**config.mk**
```make
export PLATFORM = sky130hd
export DESIGN_NAME = keycode_fifo
export DESIGN_NICKNAME = d
export VERILOG_FILES = /design/src/rtl/keycode_fifo.sv
export SDC_FILE = /design/constraint.sdc
export NUM_CORES = 2
export LEC_CHECK = 0
export CORE_ASPECT_RATIO = 0.7
export CORE_MARGIN = 4
export CORE_UTILIZATION = 50
export DETAILED_ROUTE_END_ITERATION = 6
export GPL_TIMING_DRIVEN = 1
export PLACE_DENSITY = 0.62
export SLEW_MARGIN = 5
export SYNTH_ARGS = -nofsm -noshare
export SYNTH_HDL_FRONTEND = slang
export SYNTH_SLANG_ARGS = --single-unit
```
**constraint.sdc**
```tcl
create_clock -name clk -period 10.05 [get_ports clk]
set_input_delay 2.01 -clock clk [delete_from_list [all_inputs] [get_ports clk]]
set_output_delay 2.01 -clock clk [all_outputs]
set_load 0.03 [all_outputs]
```
**src/rtl/keycode_fifo.sv**
```systemverilog
// PS/2 set-2 scan-code decoder feeding an ASCII character FIFO.
// Tracks make/break/extended prefixes plus shift and caps-lock state.
module keycode_fifo #(
  parameter int         ADDR_W       = 8,
  parameter logic [7:0] BREAK_CODE   = 8'hF0,
  parameter logic [7:0] EXT_CODE     = 8'hE0,
  parameter bit         DROP_UNKNOWN = 1'b1
) (
  input  logic              clk,
  input  logic              rst,
  input  logic [7:0]        code_in,
  input  logic              code_valid,
  input  logic              read,
  output logic [7:0]        char_out,
  output logic              char_valid,
  output logic              read_ready,
  output logic              full,
  output logic [ADDR_W:0]   count,
  output logic              overflow,
  input  logic              clr_overflow,
  output logic              shift_state,
  output logic              caps_state
);

  localparam int DEPTH = 2 ** ADDR_W;

  typedef enum logic [1:0] {NORM, BREAK, EXT, EXT_BREAK} state_t;

  state_t            state, state_nxt;
  logic              lshift, rshift, caps;
  logic              lshift_nxt, rshift_nxt, caps_nxt;
  logic              push_req;
  logic [8:0]        xlate_res;
  logic [7:0]        push_char_p0;
  logic              push, pop, drop;
  logic [ADDR_W-1:0] wr_ptr, rd_ptr;
  logic [7:0]        mem [DEPTH];

  // Returns {known, ascii}; letters use a 0..25 index so case is a single add.
  function automatic logic [8:0] xlate(input logic [7:0] code, input logic upper);
    logic [4:0] idx;
    logic       is_letter;
    logic [8:0] res;
    idx       = 5'd0;
    is_letter = 1'b1;
    res       = 9'h000;
    case (code)
      8'h1C: idx = 5'd0;   8'h32: idx = 5'd1;   8'h21: idx = 5'd2;
      8'h23: idx = 5'd3;   8'h24: idx = 5'd4;   8'h2B: idx = 5'd5;
      8'h34: idx = 5'd6;   8'h33: idx = 5'd7;   8'h43: idx = 5'd8;
      8'h3B: idx = 5'd9;   8'h42: idx = 5'd10;  8'h4B: idx = 5'd11;
      8'h3A: idx = 5'd12;  8'h31: idx = 5'd13;  8'h44: idx = 5'd14;
      8'h4D: idx = 5'd15;  8'h15: idx = 5'd16;  8'h2D: idx = 5'd17;
      8'h1B: idx = 5'd18;  8'h2C: idx = 5'd19;  8'h3C: idx = 5'd20;
      8'h2A: idx = 5'd21;  8'h1D: idx = 5'd22;  8'h22: idx = 5'd23;
      8'h35: idx = 5'd24;  8'h1A: idx = 5'd25;
      default: is_letter = 1'b0;
    endcase
    if (is_letter) begin
      res = {1'b1, (upper ? 8'h41 : 8'h61) + {3'b000, idx}};
    end else begin
      case (code)
        8'h45: res = 9'h130;  8'h16: res = 9'h131;  8'h1E: res = 9'h132;
        8'h26: res = 9'h133;  8'h25: res = 9'h134;  8'h2E: res = 9'h135;
        8'h36: res = 9'h136;  8'h3D: res = 9'h137;  8'h3E: res = 9'h138;
        8'h46: res = 9'h139;
        8'h29: res = 9'h120;  8'h5A: res = 9'h10D;  8'h66: res = 9'h108;
        default: res = 9'h000;
      endcase
    end
    return res;
  endfunction

  assign shift_state  = lshift | rshift;
  assign caps_state   = caps;
  assign xlate_res    = xlate(code_in, shift_state ^ caps);
  assign push_char_p0 = xlate_res[8] ? xlate_res[7:0] : 8'h00;

  always_comb begin
    state_nxt  = state;
    lshift_nxt = lshift;
    rshift_nxt = rshift;
    caps_nxt   = caps;
    push_req   = 1'b0;
    if (code_valid) begin
      case (state)
        NORM: begin
          if (code_in == BREAK_CODE)    state_nxt  = BREAK;
          else if (code_in == EXT_CODE) state_nxt  = EXT;
          else if (code_in == 8'h12)    lshift_nxt = 1'b1;
          else if (code_in == 8'h59)    rshift_nxt = 1'b1;
          else if (code_in == 8'h58)    caps_nxt   = ~caps;
          else                          push_req   = xlate_res[8] | ~DROP_UNKNOWN;
        end
        BREAK: begin
          state_nxt = NORM;
          if (code_in == 8'h12) lshift_nxt = 1'b0;
          if (code_in == 8'h59) rshift_nxt = 1'b0;
        end
        EXT:       state_nxt = (code_in == BREAK_CODE) ? EXT_BREAK : NORM;
        default:   state_nxt = NORM;
      endcase
    end
  end

  always_ff @(posedge clk or negedge rst) begin
    if (!rst) begin
      state  <= NORM;
      lshift <= 1'b0;
      rshift <= 1'b0;
      caps   <= 1'b0;
    end else begin
      state  <= state_nxt;
      lshift <= lshift_nxt;
      rshift <= rshift_nxt;
      caps   <= caps_nxt;
    end
  end

  // FIFO stage: a same-cycle pop frees the slot for a push into a full buffer.
  assign read_ready = |count;
  assign full       = count[ADDR_W];
  assign pop        = read & read_ready;
  assign push       = push_req & (~full | pop);
  assign drop       = push_req & full & ~pop;

  always_ff @(posedge clk) begin
    if (push) mem[wr_ptr] <= push_char_p0;
  end

  always_ff @(posedge clk or negedge rst) begin
    if (!rst) begin
      wr_ptr     <= '0;
      rd_ptr     <= '0;
      count      <= '0;
      char_out   <= 8'h00;
      char_valid <= 1'b0;
      overflow   <= 1'b0;
    end else begin
      char_valid <= pop;
      if (pop)  char_out <= mem[rd_ptr];
      if (push) wr_ptr   <= wr_ptr + 1'b1;
      if (pop)  rd_ptr   <= rd_ptr + 1'b1;
      case ({push, pop})
        2'b10:   count <= count + 1'b1;
        2'b01:   count <= count - 1'b1;
        default: count <= count;
      endcase
      if (drop)              overflow <= 1'b1;
      else if (clr_overflow) overflow <= 1'b0;
    end
  end

endmodule

```
# Yosys cells after proc, flatten, opt, wreduce, memory -nomap -nowiden
# Memories as Yosys holds them, arrays and structs flattened. A register that Yosys moved wholly into a read port is not among the register bits.
# Cells that the tools add are included.
dict set report totals {
  ff_bits 32
  elab_cells 129
  input_bits 13
  romBits 0
  latchBits 0
  mem_count 1
  ramBits 2048
}
dict set report classes {
  n_addsub 5
  mux 33
  div_mod_pow 0
  order_cmp 0
  reduce_logical 11
  n_eq_ne 56
  n_bitwise 14
  shift 0
  n_mul 0
}
# name depth word_bits rd rd_ports_with_merged_regs wr line
set mem_list {}
lappend mem_list {mem 256 8 1 1 1 37} ;# logic [7:0] mem [DEPTH];
# operator n
set op_table {}
lappend op_table {{equality test 8 x 6 -> 1 bit (second input constant)} 23}
lappend op_table {{one-hot mux 5 bit (25 select lines)} 1}
lappend op_table {{one-hot mux 9 bit (13 select lines)} 1}
lappend op_table {{equality test 8 x 7 -> 1 bit (second input constant)} 11}
lappend op_table {{equality test 8 x 5 -> 1 bit (second input constant)} 8}
lappend op_table {{OR reduction 26 bit} 1}
lappend op_table {{two-way mux 1 bit} 21}
lappend op_table {{one-hot mux 9 bit (2 select lines)} 1}
lappend op_table {{adder 8 x 1 -> 8 bit (second input constant)} 2}
lappend op_table {{equality test 8 bit (second input constant)} 2}
lappend op_table {{!= test 2 bit (second input constant)} 7}
lappend op_table {{AND reduction 7 bit} 2}
lappend op_table {{adder 9 x 1 -> 9 bit (second input constant)} 1}
lappend op_table {{two-way mux 9 bit} 1}
lappend op_table {{OR reduction 9 bit} 1}
lappend op_table {{subtractor 9 x 1 -> 9 bit (second input constant)} 1}
lappend op_table {{adder 7 x 5 -> 8 bit} 1}
lappend op_table {{two-way mux 8 bit} 1}
lappend op_table {{NOT 1 bit} 7}
lappend op_table {{two-way mux 2 bit} 3}
lappend op_table {{two-way mux 6 bit} 1}
lappend op_table {{AND reduction 6 bit} 1}
lappend op_table {{nonzero test 2 bit} 3}
lappend op_table {{bitwise AND 1 bit} 4}
lappend op_table {{10 further kinds} 14}

# Longest topological paths before layout
dict set report depth {
  depth_word 15
  ltp_mapped 20
  ltp_nobuf 16
}

# Worst setup path before layout
# Ideal clock, no wire load.
dict set report synth_timing {
  path_kind {input port to flip-flop}
  from {input port code_in[6]}
  to {memory mem[0][3] (data pin)}
  path_stages 7
  setup_time_ps 2195
  path_slack_ps -7364
  path_buffers 1
  required_ps 7855
  t_arrival_ps 15219
  path_cell_list {buf_2 > or3b_2 > nor3_1 > nor2_1 > nand4_2 > o31ai_1 > o21ai_0}
}
dict set report synth_between {
  elab_chain_cells 5
  word_cells_on_any_way 46
  classes_between {1 x add/sub; 39 x eq/ne; 5 x mux; 1 x reduce/logical}
}
# item line
set synth_lines {}
lappend synth_lines {{start, declared} 11} ;# input logic [7:0] code_in,
lappend synth_lines {{equality test 8 x 5 -> 1 bit, or another cell as far along} 47} ;# case (code)
lappend synth_lines {{one-hot mux 5 bit (25 select lines) / OR reduction 26 bit (equally long branches)} -}
lappend synth_lines {{adder 7 x 5 -> 8 bit / two-way mux 1 bit (equally long branches)} {60, 47}}
lappend synth_lines {{two-way mux 9 bit *} 59} ;# if (is_letter) begin
lappend synth_lines {{two-way mux 8 bit *} 77} ;# assign push_char_p0 = xlate_res[8] ? xlate_res[7:0] : 8'h00;
lappend synth_lines {{named net push_char_p0[3]} 34} ;# logic [7:0] push_char_p0;
lappend synth_lines {{end, declared} 37}
# Mark *: on every way through the listed nets, which the timed path passes. The rest lies on a longest branch.

# Worst setup path in the final report
dict set report layout_timing {
  from {input port code_in[0]}
  to {memory mem[204][0] (enable)}
}
dict set report layout_between {
  elab_chain_cells 14
  word_cells_on_any_way 58
  classes_between {44 x eq/ne; 12 x mux; 1 x bitwise; 1 x reduce/logical}
}
# item line
set layout_lines {}
lappend layout_lines {{equality test 8 x 5 -> 1 bit, or another cell as far along} 47}
lappend layout_lines {{OR reduction 26 bit (no source line)} -}
lappend layout_lines {{two-way mux 1 bit} 47}
lappend layout_lines {{two-way mux 9 bit} 59}
lappend layout_lines {{two-way mux 1 bit} 92} ;# else if (code_in == 8'h58) caps_nxt = ~caps;
lappend layout_lines {{two-way mux 1 bit} 91} ;# else if (code_in == 8'h59) rshift_nxt = 1'b1;
lappend layout_lines {{two-way mux 1 bit} 90} ;# else if (code_in == 8'h12) lshift_nxt = 1'b1;
lappend layout_lines {{two-way mux 1 bit} 89} ;# else if (code_in == EXT_CODE) state_nxt = EXT;
lappend layout_lines {{two-way mux 1 bit *} 88} ;# if (code_in == BREAK_CODE) state_nxt = BREAK;
lappend layout_lines {{two-way mux 1 bit *} 86} ;# case (state)
lappend layout_lines {{two-way mux 1 bit *} 85} ;# if (code_valid) begin
lappend layout_lines {{bitwise AND 1 bit *} 124} ;# assign push = push_req & (~full | pop);
lappend layout_lines {{two-way mux 1 bit *} 128} ;# if (push) mem[wr_ptr] <= push_char_p0;
lappend layout_lines {{two-way mux 1 bit (implied by the code) *} 128}
# Every way passes the cells marked *; elsewhere a longest branch is shown, timed or not.

==> run metrics <==
#FFs+latches synth=2088; Top delay family on crit path=buffers and inverters; pin count of the biggest net entering global routing=173; Residual DRC=1; Max Cap Violations=0; initial antenna violation count=8; vias per std cell=6.25; Psw=8010 uW; CP max-delay cell=clkdlybuf4s50_1; first-pass GRT wire length=318000 um; Pint=16500 uW; core area=164000 um^2; CTS Buffer Depth=3; Worst setup EP type=flop; Post-Syn Instances=4031; max frequency=0.153 GHz; NumNets Final=4533; CP cell instances=clkdlybuf4s50_1, nand2b_1, o22ai_1, o211a_1, a211o_1, a41o_2, o311ai_4, buf_12, buf_4, buf_4, nor3_1, buf_4; share of layout cells above drive strength 1=0.237; Clk network pwr share=0.297; final cell count without fillers=6870; placed cell count=6519; Slew Limit Fails=0; largest cells by area after synthesis=edfxtp_1, mux4_2, mux2i_1; P per Cell Area=261 nW/um^2; via count=42900; mean post-synth cell area=20.5 um^2; Die Area=172000 um^2; clk_lat worst skew=0.82 ns; I/O Pins=36; GRT Resource Usage Total=0.259; routed wire length=222000 um; async set-reset flop share out of synthesis=0.0192; switch share=0.327; CP bufs+invs=5; Main synth FF type=edfxtp_1; cell repeated most along the worst path=buf_4; RSZ-0062 raised after global routing=no; Synthesis Warnings=0; final clock skew=0.0327 ns; TNS Setup=0 ns; post-cts repair resize count=0; Port Buffers=35; Post-synth EDFFs=2048; cell area after synthesis=82800 um^2; most frequent cells after synthesis=edfxtp_1, mux4_2, nor3_1, mux2i_1, nand2_1; Rows=124; CTS Root Cell=clkbuf_16; worst slew pin tran=1.37 ns; worst setup path class=primary input to flop; period utilisation layout=0.649; HP Class=flop to flop; crit-path max FO=113; die height=349 um; Initial DRC Count=6117; Setup violations, final=0; CTS tree=done; Logic pwr share=0.299; DIE WIDTH=494 um; maximum VDD drop=241 uV; cts hold-fix bufs=0; failing checks=DRC; Post-CTS Setup Bufs=0; DRT antenna net count=0; Seq pwr share=0.404; fin crit period=6.52 ns; Synth cell types=81; most common cell in the synthesized netlist=edfxtp_1; final hold violations=0; worst path arrival time=7.11 ns; relative slew slack=0.0826; area grow syn2layout=13.4%; Pre-antenna DRT Iters=7; Synth area leader=edfxtp_1; Data required, critical path=10.63 ns; clk sinks=2088; TritonCTS Buffers=189; Synth top area share=0.743; Initial Utilization=0.505; CTS H-Tree Depth=4; critical path's largest stage delay=0.90 ns; routability cong.=0.872; sequential area share after synthesis=0.755; run status=finished, violations left; vias in the first global route=41900; Critical Path Start Type=primary input; Static Leak=0.0303 uW; post-DR wirelength/cell=32.3 um; residual overflow from global routing=0; clk slew on worst S/H paths=0.06 ns; DP HPWL=132000 um
## layout by cell type, fill, tap and decap left out, drive strengths merged, types with 7 or more instances in the layout
master	n
mux4	499
nor4	9
mux2i	160
a22o	10
dfrtp	40
clkinv	88
ha	14
edfxtp	2048
or3	7
xnor2	18
nor2b	28
bufinv	22
a221o	8
a21o	8
a22oi	48
nand4	8
nor3	266
a311oi	7
a221oi	27
nand2b	19
nand2	127
o22ai	23
clkbuf	230
o31ai	7
a211oi	17
a21oi	73
conb	256
a2111oi	15
buf	263
xor2	7
o21ai	57
a31oi	12
inv	23
clkdlybuf4s50	34
nand3	22
nor2	76
## cell type report
type	instances	area, um^2
fillers	12100	70100
flip-flops and latches	2088	62500
multi-input cells	1909	19900
clock buffers	230	4960
well taps	2205	2760
repair buffers	297	2460
clock inverters	119	1220
inverters	20	80.1
diodes	2	5.00
## worst paths after layout
check | from | endpoint | slack [ns] | cells after the start
hold reg to reg | state[1] | state[1] | 0.51 | 2
setup reg to reg | rd_ptr[0] | char_out[7] | 4.81 | 10
max in group asynchronous | rst | rd_ptr[1] | 8.30 | 2
min in group asynchronous | rst | count[4] | 1.26 | 2
setup / recovery | code_in[0] | mem[204][0] | 3.53 | 12
hold / removal | state[1] | state[1] | 0.51 | 2
## cell families after synthesis
| family | share of synthesized area |
|---|---|
| flops | 0.755 |
| buf+inv | 0.0192 |
| fa+ha+maj | 0.00236 |
| compound gates | 0.0303 |
| xor+xnor | 0.00264 |
| other cells | 0.0000453 |
| mux | 0.156 |
| simple gates | 0.0352 |
## registers in the layout, indices dropped and copies added (netlist names)
register	count
rshift	1
lshift	1
wr_ptr	8
count	9
state	2
rd_ptr	8
char_out	8
mem	2048
overflow	1
caps_state	1
char_valid	1
## per-stage QoR
step	power [uW]	utilization	hold WS (ns)	setup slack (ns)	instance area [um^2]
floorplan	14600	-	0.453	0.0827	83800
global placement	17300	0.535	0.492	2.84	87700
detailed placement	17400	0.535	0.494	2.77	87700
CTS	24600	0.572	0.508	3.66	93900
global route	25300	0.573	0.540	3.18	93900
finish	24500	0.573	0.513	3.53	93900
## worst register-to-register path, stage by stage, from the launching register on
cell,delay (ns)
dfrtp_4,0.84
buf_12,0.62
buf_4,0.77
mux4_2,0.72
a22o_1,0.29
a221oi_1,0.43
nor3_1,0.11
a2111oi_0,0.74
buf_4,0.26
nor3_1,0.05
a221o_1,0.28
## routing by layer
layer	wire length, um	vias to the layer above	global-route usage
met5	21	-	0
met4	6350	4	0.0755
met3	24600	340	0.0689
met2	96300	2369	0.365
met1	94400	22600	0.400
li1	-	17600	-
## power groups by stage
| stage | registers (uW) | logic [uW] | clock network [uW] |
|---|---|---|---|
| after floorplan | 10000 | 4600 | 0 |
| after global placement | 10100 | 7250 | 0 |
| after detailed placement | 10100 | 7260 | 0 |
| after CTS | 9900 | 7280 | 7370 |
| after global routing | 9910 | 7600 | 7780 |
| final | 9910 | 7320 | 7280 |
(Power assumes the default switching activity.)
